<file path="src/rtl/lift_pkg.sv">
// Shared types for the hall call dispatcher: FSM state encoding, call-slot
// direction encoding and width helpers used by the dispatcher and the cost block.
package lift_pkg;

  typedef enum logic [1:0] {
    ST_IDLE  = 2'd0,
    ST_SCAN  = 2'd1,
    ST_EVAL  = 2'd2,
    ST_ISSUE = 2'd3
  } disp_state_t;

  // Slot s < n_floors is an up call at floor s; slot s >= n_floors is a down call at floor s - n_floors.
  typedef enum logic {
    CALL_DN = 1'b0,
    CALL_UP = 1'b1
  } call_dir_t;

  function automatic int clog2_min1(input int n);
    return (n > 1) ? $clog2(n) : 1;
  endfunction

  function automatic int cost_width(input int n_floors);
    return clog2_min1(n_floors) + 1;
  endfunction

  function automatic int slot_count(input int n_floors);
    return 2 * n_floors;
  endfunction

endpackage

</file>
<file path="src/rtl/hall_call_dispatcher_if.sv">
// Assignment handshake between the dispatcher (master) and the car controller (slave).
interface hall_call_dispatcher_if #(
  parameter int FW = 4,
  parameter int LW = 4
);
  logic          asg_valid;
  logic          asg_ready;
  logic [LW-1:0] asg_lift;
  logic [FW-1:0] asg_floor;
  logic          asg_dir;

  modport master (
    output asg_valid,
    output asg_lift,
    output asg_floor,
    output asg_dir,
    input  asg_ready
  );

  modport slave (
    input  asg_valid,
    input  asg_lift,
    input  asg_floor,
    input  asg_dir,
    output asg_ready
  );
endinterface

</file>
<file path="src/rtl/lift_cost_calc.sv">
// Combinational cost of sending one lift to one hall call: floor distance, plus a
// one-building penalty when a moving lift is heading the wrong way or has passed the call.
module lift_cost_calc
  import lift_pkg::*;
#(
  parameter  int N_FLOORS = 12,
  localparam int FW = clog2_min1(N_FLOORS),
  localparam int CW = cost_width(N_FLOORS)
) (
  input  logic [FW-1:0] lift_floor,
  input  logic [FW-1:0] call_floor,
  input  logic          lift_dir,
  input  logic          call_dir,
  input  logic          lift_moving,
  output logic [CW-1:0] cost
);

  localparam logic [CW-1:0] PENALTY = CW'(N_FLOORS);

  logic [FW-1:0] abs_diff;
  logic          behind;
  logic          penalty;

  always_comb begin
    abs_diff = (lift_floor >= call_floor) ? (lift_floor - call_floor) : (call_floor - lift_floor);
    behind   = lift_dir ? (call_floor < lift_floor) : (call_floor > lift_floor);
    penalty  = lift_moving && ((lift_dir != call_dir) || behind);
    cost     = {1'b0, abs_diff} + (penalty ? PENALTY : '0);
  end

endmodule

</file>
<file path="src/rtl/hall_call_dispatcher.sv">
// Hall call dispatcher: latches hall calls, picks them round-robin and assigns each to
// the cheapest available lift. Define DISPATCH_STATUS_EN to expose pending calls for hall lamps.
module hall_call_dispatcher
  import lift_pkg::*;
#(
  parameter  int N_FLOORS = 12,
  parameter  int N_LIFTS  = 10,
  localparam int FW = clog2_min1(N_FLOORS),
  localparam int LW = clog2_min1(N_LIFTS)
) (
  input  logic                  clk,
  input  logic                  reset,
  input  logic [N_FLOORS-1:0]   up_rqst,
  input  logic [N_FLOORS-1:0]   dn_rqst,
  input  logic [N_LIFTS*FW-1:0] lift_floor,
  input  logic [N_LIFTS-1:0]    direction,
  input  logic [N_LIFTS-1:0]    motion,
  input  logic [N_LIFTS-1:0]    lift_avail,
  input  logic [N_FLOORS-1:0]   served_up,
  input  logic [N_FLOORS-1:0]   served_dn,
  hall_call_dispatcher_if.master asg
`ifdef DISPATCH_STATUS_EN
  ,
  output logic [N_FLOORS-1:0]   up_rqst_status,
  output logic [N_FLOORS-1:0]   dn_rqst_status
`endif
);

  localparam int NS = slot_count(N_FLOORS);
  localparam int SW = clog2_min1(NS);
  localparam int CW = cost_width(N_FLOORS);
  localparam logic [SW-1:0] LAST_SLOT = SW'(NS - 1);
  localparam logic [LW-1:0] LAST_LIFT = LW'(N_LIFTS - 1);

  disp_state_t   state_reg, state_next;
  logic [N_FLOORS-1:0] pending_up_reg, pending_dn_reg, assigned_up_reg, assigned_dn_reg;
  logic [SW-1:0] rr_reg, rr_next;
  logic [SW-1:0] slot_reg, slot_next;
  logic [FW-1:0] slot_floor_reg, slot_floor_next;
  logic          slot_dir_reg, slot_dir_next;
  logic [LW-1:0] lift_idx_reg, lift_idx_next;
  logic          best_found_reg, best_found_next;
  logic [LW-1:0] best_lift_reg, best_lift_next;
  logic [CW-1:0] best_cost_reg, best_cost_next;

  logic [NS-1:0] eligible, served_all, assign_set;
  logic          scan_found, scan_dir, take;
  logic [SW-1:0] scan_slot, slot_inc;
  logic [FW-1:0] scan_floor;
  logic [CW-1:0] cost;
  logic [FW-1:0] floor_arr [N_LIFTS];

  for (genvar gi = 0; gi < N_LIFTS; gi++) begin : g_floor
    assign floor_arr[gi] = lift_floor[gi*FW +: FW];
  end

  assign eligible   = {pending_dn_reg & ~assigned_dn_reg, pending_up_reg & ~assigned_up_reg};
  assign served_all = {served_dn, served_up};
  assign slot_inc   = (slot_reg == LAST_SLOT) ? '0 : slot_reg + 1'b1;

  // First eligible slot at or after the round-robin pointer, wrapping around.
  always_comb begin
    int idx;
    scan_found = 1'b0;
    scan_slot  = '0;
    for (int i = 0; i < NS; i++) begin
      idx = int'(rr_reg) + i;
      if (idx >= NS) idx = idx - NS;
      if (!scan_found && eligible[idx]) begin
        scan_found = 1'b1;
        scan_slot  = SW'(idx);
      end
    end
    if (scan_slot < SW'(N_FLOORS)) begin
      scan_floor = FW'(scan_slot);
      scan_dir   = CALL_UP;
    end else begin
      scan_floor = FW'(scan_slot - SW'(N_FLOORS));
      scan_dir   = CALL_DN;
    end
  end

  lift_cost_calc #(.N_FLOORS(N_FLOORS)) u_cost (
    .lift_floor  (floor_arr[lift_idx_reg]),
    .call_floor  (slot_floor_reg),
    .lift_dir    (direction[lift_idx_reg]),
    .call_dir    (slot_dir_reg),
    .lift_moving (motion[lift_idx_reg]),
    .cost        (cost)
  );

  always_comb begin
    state_next      = state_reg;
    rr_next         = rr_reg;
    slot_next       = slot_reg;
    slot_floor_next = slot_floor_reg;
    slot_dir_next   = slot_dir_reg;
    lift_idx_next   = lift_idx_reg;
    best_found_next = best_found_reg;
    best_lift_next  = best_lift_reg;
    best_cost_next  = best_cost_reg;
    assign_set      = '0;
    take            = 1'b0;
    case (state_reg)
      ST_IDLE: if (|eligible) state_next = ST_SCAN;
      ST_SCAN: begin
        if (scan_found) begin
          slot_next       = scan_slot;
          slot_floor_next = scan_floor;
          slot_dir_next   = scan_dir;
          lift_idx_next   = '0;
          best_found_next = 1'b0;
          state_next      = ST_EVAL;
        end else begin
          state_next = ST_IDLE;
        end
      end
      ST_EVAL: begin
        take = lift_avail[lift_idx_reg] && (!best_found_reg || (cost < best_cost_reg));
        if (take) begin
          best_found_next = 1'b1;
          best_lift_next  = lift_idx_reg;
          best_cost_next  = cost;
        end
        if (served_all[slot_reg]) begin
          rr_next    = slot_inc;
          state_next = ST_IDLE;
        end else if (lift_idx_reg == LAST_LIFT) begin
          if (best_found_next) begin
            state_next = ST_ISSUE;
          end else begin
            rr_next    = slot_inc;
            state_next = ST_IDLE;
          end
        end else begin
          lift_idx_next = lift_idx_reg + 1'b1;
        end
      end
      ST_ISSUE: begin
        if (served_all[slot_reg]) begin
          rr_next    = slot_inc;
          state_next = ST_IDLE;
        end else if (asg.asg_ready) begin
          assign_set[slot_reg] = 1'b1;
          rr_next              = slot_inc;
          state_next           = ST_IDLE;
        end
      end
      default: state_next = ST_IDLE;
    endcase
  end

  // A served pulse beats a simultaneous request or assignment for the same call.
  always_ff @(posedge clk or negedge reset) begin
    if (!reset) begin
      state_reg       <= ST_IDLE;
      pending_up_reg  <= '0;
      pending_dn_reg  <= '0;
      assigned_up_reg <= '0;
      assigned_dn_reg <= '0;
      rr_reg          <= '0;
      slot_reg        <= '0;
      slot_floor_reg  <= '0;
      slot_dir_reg    <= 1'b0;
      lift_idx_reg    <= '0;
      best_found_reg  <= 1'b0;
      best_lift_reg   <= '0;
      best_cost_reg   <= '0;
    end else begin
      state_reg       <= state_next;
      pending_up_reg  <= (pending_up_reg | up_rqst) & ~served_up;
      pending_dn_reg  <= (pending_dn_reg | dn_rqst) & ~served_dn;
      assigned_up_reg <= (assigned_up_reg | assign_set[N_FLOORS-1:0]) & ~served_up;
      assigned_dn_reg <= (assigned_dn_reg | assign_set[NS-1:N_FLOORS]) & ~served_dn;
      rr_reg          <= rr_next;
      slot_reg        <= slot_next;
      slot_floor_reg  <= slot_floor_next;
      slot_dir_reg    <= slot_dir_next;
      lift_idx_reg    <= lift_idx_next;
      best_found_reg  <= best_found_next;
      best_lift_reg   <= best_lift_next;
      best_cost_reg   <= best_cost_next;
    end
  end

  assign asg.asg_valid = (state_reg == ST_ISSUE);
  assign asg.asg_lift  = best_lift_reg;
  assign asg.asg_floor = slot_floor_reg;
  assign asg.asg_dir   = slot_dir_reg;

`ifdef DISPATCH_STATUS_EN
  assign up_rqst_status = pending_up_reg;
  assign dn_rqst_status = pending_dn_reg;
`endif

endmodule

</file>
<file path="src/flat_wrapper.sv">
// flat-port wrapper written by rule: the top's interface ports become plain ports
module hall_call_dispatcher_flat import lift_pkg::*;
#(
  parameter  int N_FLOORS = 12,
  parameter  int N_LIFTS  = 10,
  localparam int FW = clog2_min1(N_FLOORS),
  localparam int LW = clog2_min1(N_LIFTS)
)
  (clk, reset, up_rqst, dn_rqst, lift_floor, direction, motion, lift_avail, served_up, served_dn, asg_asg_valid, asg_asg_lift, asg_asg_floor, asg_asg_dir, asg_asg_ready);
  hall_call_dispatcher_if #(.FW((4)), .LW((4))) asg_i ();
  input  logic clk;
  input  logic reset;
  input  logic [N_FLOORS-1:0] up_rqst;
  input  logic [N_FLOORS-1:0] dn_rqst;
  input  logic [N_LIFTS*FW-1:0] lift_floor;
  input  logic [N_LIFTS-1:0] direction;
  input  logic [N_LIFTS-1:0] motion;
  input  logic [N_LIFTS-1:0] lift_avail;
  input  logic [N_FLOORS-1:0] served_up;
  input  logic [N_FLOORS-1:0] served_dn;
  output wire logic [$bits(asg_i.asg_valid)-1:0] asg_asg_valid;
  output wire logic [$bits(asg_i.asg_lift)-1:0] asg_asg_lift;
  output wire logic [$bits(asg_i.asg_floor)-1:0] asg_asg_floor;
  output wire logic [$bits(asg_i.asg_dir)-1:0] asg_asg_dir;
  input wire logic [$bits(asg_i.asg_ready)-1:0] asg_asg_ready;
  assign asg_asg_valid = asg_i.asg_valid;
  assign asg_asg_lift = asg_i.asg_lift;
  assign asg_asg_floor = asg_i.asg_floor;
  assign asg_asg_dir = asg_i.asg_dir;
  assign asg_i.asg_ready = asg_asg_ready;
  hall_call_dispatcher #(.N_FLOORS(N_FLOORS), .N_LIFTS(N_LIFTS)) u_core (.clk(clk), .reset(reset), .up_rqst(up_rqst), .dn_rqst(dn_rqst), .lift_floor(lift_floor), .direction(direction), .motion(motion), .lift_avail(lift_avail), .served_up(served_up), .served_dn(served_dn), .asg(asg_i));
endmodule
</file>
<file path="config.mk">
export PLATFORM = sky130hd
export DESIGN_NAME = hall_call_dispatcher_flat
export DESIGN_NICKNAME = d
export VERILOG_FILES = /design/src/rtl/lift_pkg.sv /design/src/rtl/hall_call_dispatcher_if.sv /design/src/rtl/lift_cost_calc.sv /design/src/rtl/hall_call_dispatcher.sv /design/src/flat_wrapper.sv
export SDC_FILE = /design/constraint.sdc
export NUM_CORES = 1
export LEC_CHECK = 0
export ABC_CLOCK_PERIOD_IN_PS = 6650
export BUFFER_PORTS_ARGS = -buffer_cell sky130_fd_sc_hd__buf_2
export CELL_PAD_IN_SITES_DETAIL_PLACEMENT = 1
export CELL_PAD_IN_SITES_GLOBAL_PLACEMENT = 1
export CORE_ASPECT_RATIO = 1.1
export CORE_MARGIN = 8
export CORE_UTILIZATION = 46
export DETAILED_ROUTE_END_ITERATION = 16
export PLACE_DENSITY = 0.8
export SLEW_MARGIN = 20
export SYNTH_ARGS = -nofsm -noshare
export SYNTH_HDL_FRONTEND = slang
export SYNTH_HIERARCHICAL = 1
export SYNTH_SLANG_ARGS = --single-unit
export TNS_END_PERCENT = 50
</file>
<file path="constraint.sdc">
create_clock -name clk -period 6.65 [get_ports clk]
set_input_delay 1.33 -clock clk [delete_from_list [all_inputs] [get_ports clk]]
set_output_delay 1.33 -clock clk [all_outputs]
set_load 0.02 [all_outputs]
</file>
==> metrics.txt, run 1 <==
Buf/Inv on CP=3; clk root buf=clkbuf_16; Top FF cell, synth=dfrtp_1; largest net degree at the start of global routing=78; post-CTS sizing=0; Critical Path Start Type=flop; number of fill cells=2669; global-route wire length before repair=62890 um; Synth Area in Adders=7.996%; Residual DRC=0; FF-to-FF path depth=20; Period minus WS final=6.100 ns; post-route insts no fill=1616; layout cells sized above 1=23.79%; largest family of logic cells by synthesized area=simple AND/OR/NAND/NOR gates; clock latency on the worst-skew pair=0.34 ns; Yosys cell types=109; synth-to-layout area growth=11.91%; Compound-Gate Fraction of Synth Area=21.39%; post-route setup TNS=0 ns; clock tree buffer depth=2; Hold Crit Class=flop to flop; setup bufs post-CTS=0; FFs w/ async S/R, synth=100.0%; Sequential cell area=0.001928 sq mm; vias post-DR=10500; cell taking the most area after synthesis=dfrtp_1; highest clock rate=0.1639 GHz; Die W=158.6 um; die footprint=0.02743 sq mm; origin of the worst min-delay path=u_core/pending_up_reg[2]; worst-margin pin slew=0.9914 ns; Mapped Nets=1395; hold buffers post-CTS=0; final hold violations=0; synthesized area per cell=8.509 sq um; CP Capture Point=u_core/asg.asg_floor[3]; max cap viols=0; r2r setup slk=0.55 ns; H-tree Lvls=3; row cnt=57; CP startpoint=u_core/rr_reg[1]; nets@finish=1500; Synth top cells by count=nor2_1 (143), a21oi_1 (87), dfrtp_1 (77); critical path class=flop to flop; initial antenna violation count=3; Placed Cells=1598; Critical Path Slowest Stage Cell=dfrtp_1; Synth Area in XOR/XNOR=3.706%; Mapped Cells=1210; CP max stage delay=0.61 ns; number of CTS-inserted buffers=9; GRT Total Usage=29.14%; # setup viols final=0; final setup skew=0.008955 ns; Crit Path Max Fanout=18; Crit path max-delay family=simple AND/OR/NAND/NOR gates; Vias/cell=6.498; RR Startpoint=u_core/rr_reg[1]; I/O pin total=131; Overflow after GRT=0; routed len/inst=24.81 um; arrival time worst endpoint=6.35 ns; core area=0.02204 sq mm; number of flops mapped to enable cells by yosys=0; First DRT Iteration DRCs=756; CP endpoint kind=flop; CTS Sinks=77; share of the synthesized area in the top cell type=18.71%; routed wire length=40100 um; CP cell instances=inv_2 -> ha_1 -> a21oi_2 -> xnor2_2 -> inv_1 -> ha_1 -> a21oi_1 -> mux2i_1 -> or3_4 -> a31oi_4 -> nand2_2 -> and4b_1 -> buf_4 -> nand4_2 -> nor3b_2 -> nor3_1 -> a22o_1 -> o22ai_1 -> mux2i_1 -> a21oi_1; mux cell area share after synthesis=19.66%; RSZ-0062 raised after global routing=no; design area=0.01152 sq mm; placed cell area=0.01118 sq mm; worst setup margin=0.5501 ns; outcome=finished clean; DP Wirelength=32160 um; Setup WS pre-CTS=0.6403 ns; Pre-antenna DRT Iters=5; initial cell density of the core=46.72%; synth warn=6; FF-to-FF End=u_core/asg.asg_floor[3]; Worst EP required=6.90 ns; Mapped Area=0.01030 sq mm; fin. max-slew vios=0; sequential area share after synthesis=18.71%; GP Congestion=0.9970; Rel. slew slack=33.62%; most common cell in the netlist=nor2_1; area of the multi-input gates=0.007775 sq mm; fin crit share=91.73%; number of global-route vias before repair=11020; Clock Pin Slew Worst Setup and Hold Paths=0.07 ns; Stages on worst setup path=20; Final ANT Viol Nets=0; Area contributors post-synth=dfrtp_1 (19%), mux4_2 (10%), ha_1 (7.4%), nor2_1 (5.2%), mux2_2 (4.4%); register bit total from synthesis=77; CTS tree=yes; Die Y=172.9 um; Port Buffers=130; post-synthesis simple-gate area fraction=22.71%
## logic make-up after synthesis
group | Yosys count
mux | 137
buf+inv | 131
xor+xnor | 36
fa+ha+maj | 64
compound gates | 323
flops | 77
simple gates | 442
## worst min path at each step
stage,end,cells after the start
after floorplan,u_core/assigned_dn_reg[0],2
after global placement,u_core/assigned_dn_reg[3],2
after detailed placement,u_core/assigned_dn_reg[5],2
final,u_core/pending_up_reg[2],2
after CTS,u_core/assigned_dn_reg[5],2
after global routing,u_core/assigned_up_reg[3],2
## stage by stage
stage                     util, %  hold slack [ns]
after floorplan                 -           0.4540
after global placement      50.75           0.4628
after detailed placement    50.75           0.4731
after CTS                   52.15           0.4894
after global routing        52.29           0.5271
final                       52.29           0.4895
## worst reg2reg max path: stages (launching register included)
cell and delay [ns]:
dfrtp_1 0.61, inv_2 0.31, ha_1 0.34, a21oi_2 0.39, xnor2_2 0.24, inv_1 0.18, ha_1 0.23, a21oi_1 0.28
mux2i_1 0.17, or3_4 0.42, a31oi_4 0.25, nand2_2 0.16, and4b_1 0.32, buf_4 0.24, nand4_2 0.22, nor3b_2 0.55
nor3_1 0.12, a22o_1 0.23, o22ai_1 0.39, mux2i_1 0.18, a21oi_1 0.19
## cell type report
cell class	count	area share, %
Multi-Input combinational cell	1002	67.48
Sequential cell	77	16.73
Timing Repair Buffer	159	7.732
Tap cell	295	3.203
Inverter	66	2.150
Clock buffer	9	1.955
Clock inverter	7	0.7275
Antenna cell	1	0.02172
## per-layer routing
| layer | vias to the layer above | wire length [um] | share of wire (%) | track usage, % |
|---|---|---|---|---|
| li1 | 4746 | - | - | - |
| met1 | 5261 | 16220 | 40 | 35.30 |
| met2 | 376 | 19840 | 49 | 49.11 |
| met3 | 116 | 2117 | 5.3 | 4.314 |
| met4 | 2 | 1908 | 4.8 | 14.48 |
| met5 | - | 10 | 0.025 | 0 |
## cell usage in the layout (no fill, tap or decap), drive strengths merged, types with 14 or more instances in the layout
cell type	count
nor2	143
and2	15
a211oi	17
nor2b	23
nand2b	29
mux4	47
dfrtp	77
o21ai	63
a31oi	19
buf	159
nor3b	14
ha	61
inv	66
nand3	28
xnor2	29
nor3	35
a21oi	91
mux2	46
mux2i	44
nand2	71
Power of run 1 is left out: the tool's default activity adds up to more than one toggle a clock period on the data nets, which glitch-free logic cannot reach.
==> run 2, diff against run 1 <==
- CORE_ASPECT_RATIO: 1.1 -> 0.9
==> metrics.txt, run 2 (same netlist as run 1, synthesis figures left out) <==
outcome=finished clean; post-route insts no fill=1617; final setup skew=0.006038 ns; arrival time worst endpoint=6.23 ns; Port Buffers=130; post-CTS sizing=0; Worst EP required=6.82 ns; setup bufs post-CTS=0; CTS Sinks=77; Clock Pin Slew Worst Setup and Hold Paths=0.07 ns; highest clock rate=0.1650 GHz; clk root buf=clkbuf_16; critical path class=flop to flop; Critical Path Start Type=flop; commonest non-fill, non-tap cell in the layout=nor2_1; Critical Path Slowest Stage Cell=nor3b_2; CP cell instances=ha_1 -> buf_4 -> xnor2_2 -> mux4_2 -> mux2i_1 -> nor3b_1 -> a21oi_1 -> buf_4 -> and4b_1 -> nand4_2 -> nor4bb_1 -> nor3b_2 -> inv_1 -> or3_1 -> o21ai_0 -> a41oi_1; GP Congestion=1.008; core area=0.02225 sq mm; number of CTS-inserted buffers=9; Hold Crit Class=flop to flop; DP Wirelength=31870 um; Period minus WS final=6.060 ns; clock tree buffer depth=2; layout cells sized above 1=23.79%; routed len/inst=24.76 um; Placed Cells=1600; Vias/cell=6.584; die footprint=0.02743 sq mm; nets@finish=1500; largest net degree at the start of global routing=78; row cnt=52; Overflow after GRT=0; hold buffers post-CTS=0; H-tree Lvls=3; number of global-route vias before repair=11020; post-layout util=51.88%; Pre-antenna DRT Iters=6; cell mode on critical path=buf_4; Crit Path Max Fanout=16; Die Y=157.9 um; routed wire length=40040 um; worst-margin pin slew=0.9526 ns; First DRT Iteration DRCs=1052; Residual DRC=0; GRT Total Usage=28.69%; Final ANT Viol Nets=0; global-route wire length before repair=62110 um; RSZ-0062 raised after global routing=no; post-route setup TNS=0 ns; Rel. slew slack=35.60%; final hold violations=0; initial antenna violation count=1; CP max stage delay=0.76 ns; fin. max-slew vios=0; number of fill cells=2702; initial cell density of the core=46.27%; clock latency on the worst-skew pair=0.35 ns; I/O pin total=131; fin crit share=91.13%; most frequent cells in the layout=nor2_1 (143), buf_2 (129), a21oi_1 (87), dfrtp_1 (76), nand2_1 (70); synth-to-layout area growth=12.13%; CTS tree=yes; vias post-DR=10650; CP endpoint kind=flop; Die W=173.7 um; # setup viols final=0; # diodes=0; max cap viols=0
[run 2: cell count changes in the layout (fill, tap and decap cells not counted)]
| cell | before | now |
|---|---|---|
| clkinvlp_4 | 1 | 0 |
| clkinv_4 | 3 | 2 |
| inv_6 | 1 | 2 |
| diode_2 | 1 | 0 |
| bufinv_16 | 1 | 2 |
[run 2: layout make-up]
| cell class | count | area (sq um) | area share [%] |
|---|---|---|---|
| Inverter | 66 | 247.7 | 2.146 |
| Clock inverter | 7 | 106.4 | 0.9212 |
| Multi-Input combinational cell | 1002 | 7775 | 67.35 |
| Sequential cell | 77 | 1928 | 16.70 |
| Timing Repair Buffer | 159 | 890.9 | 7.716 |
| Tap cell | 297 | 371.6 | 3.219 |
| Clock buffer | 9 | 225.2 | 1.951 |
[run 2: critical path: cells and delay by family (launching register included)]
| family | cells | cell delay [ns] |
|---|---|---|
| DFF | 1 | 0.52 |
| AOI/OAI and AO/OA | 3 | 0.23 |
| muxes | 2 | 1.11 |
| xor gates and xnor gates | 1 | 0.58 |
| adders and majority gates | 1 | 0.38 |
| and+or+nand+nor | 6 | 2.37 |
| buffers and inverters | 3 | 0.68 |
[run 2: final timing paths]
path | slack, ns | cells after the start | startpoint | endpoint
worst max register to register | 0.59 | 16 | u_core/rr_reg[1] | u_core/slot_reg[1]
worst min register to register | 0.49 | 2 | u_core/assigned_up_reg[1] | u_core/assigned_up_reg[1]
worst min-delay path | 0.49 | 2 | u_core/assigned_up_reg[1] | u_core/assigned_up_reg[1]
min in group asynchronous | 0.92 | 1 | reset | u_core/pending_up_reg[1]
worst max-delay path | 0.59 | 16 | u_core/rr_reg[1] | u_core/slot_reg[1]
max in group asynchronous | 5.11 | 2 | reset | u_core/rr_reg[0]
[run 2: layer usage]
metal	global-route usage, %	routed length, um
met1	36.02	16850
met2	46.63	18130
met3	7.630	3547
met4	11.35	1499
met5	0	11
[run 2: per-stage QoR]
stage / setup WS, ns / hold WS [ns] / area, sq um
floorplan: 1.083 / 0.4540 / 10300
global placement: 0.9198 / 0.4643 / 11190
detailed placement: 0.7388 / 0.4724 / 11190
CTS: 0.7317 / 0.4882 / 11520
global route: 0.1686 / 0.5066 / 11540
finish: 0.5899 / 0.4901 / 11540
Power of run 2 is left out for the same reason.
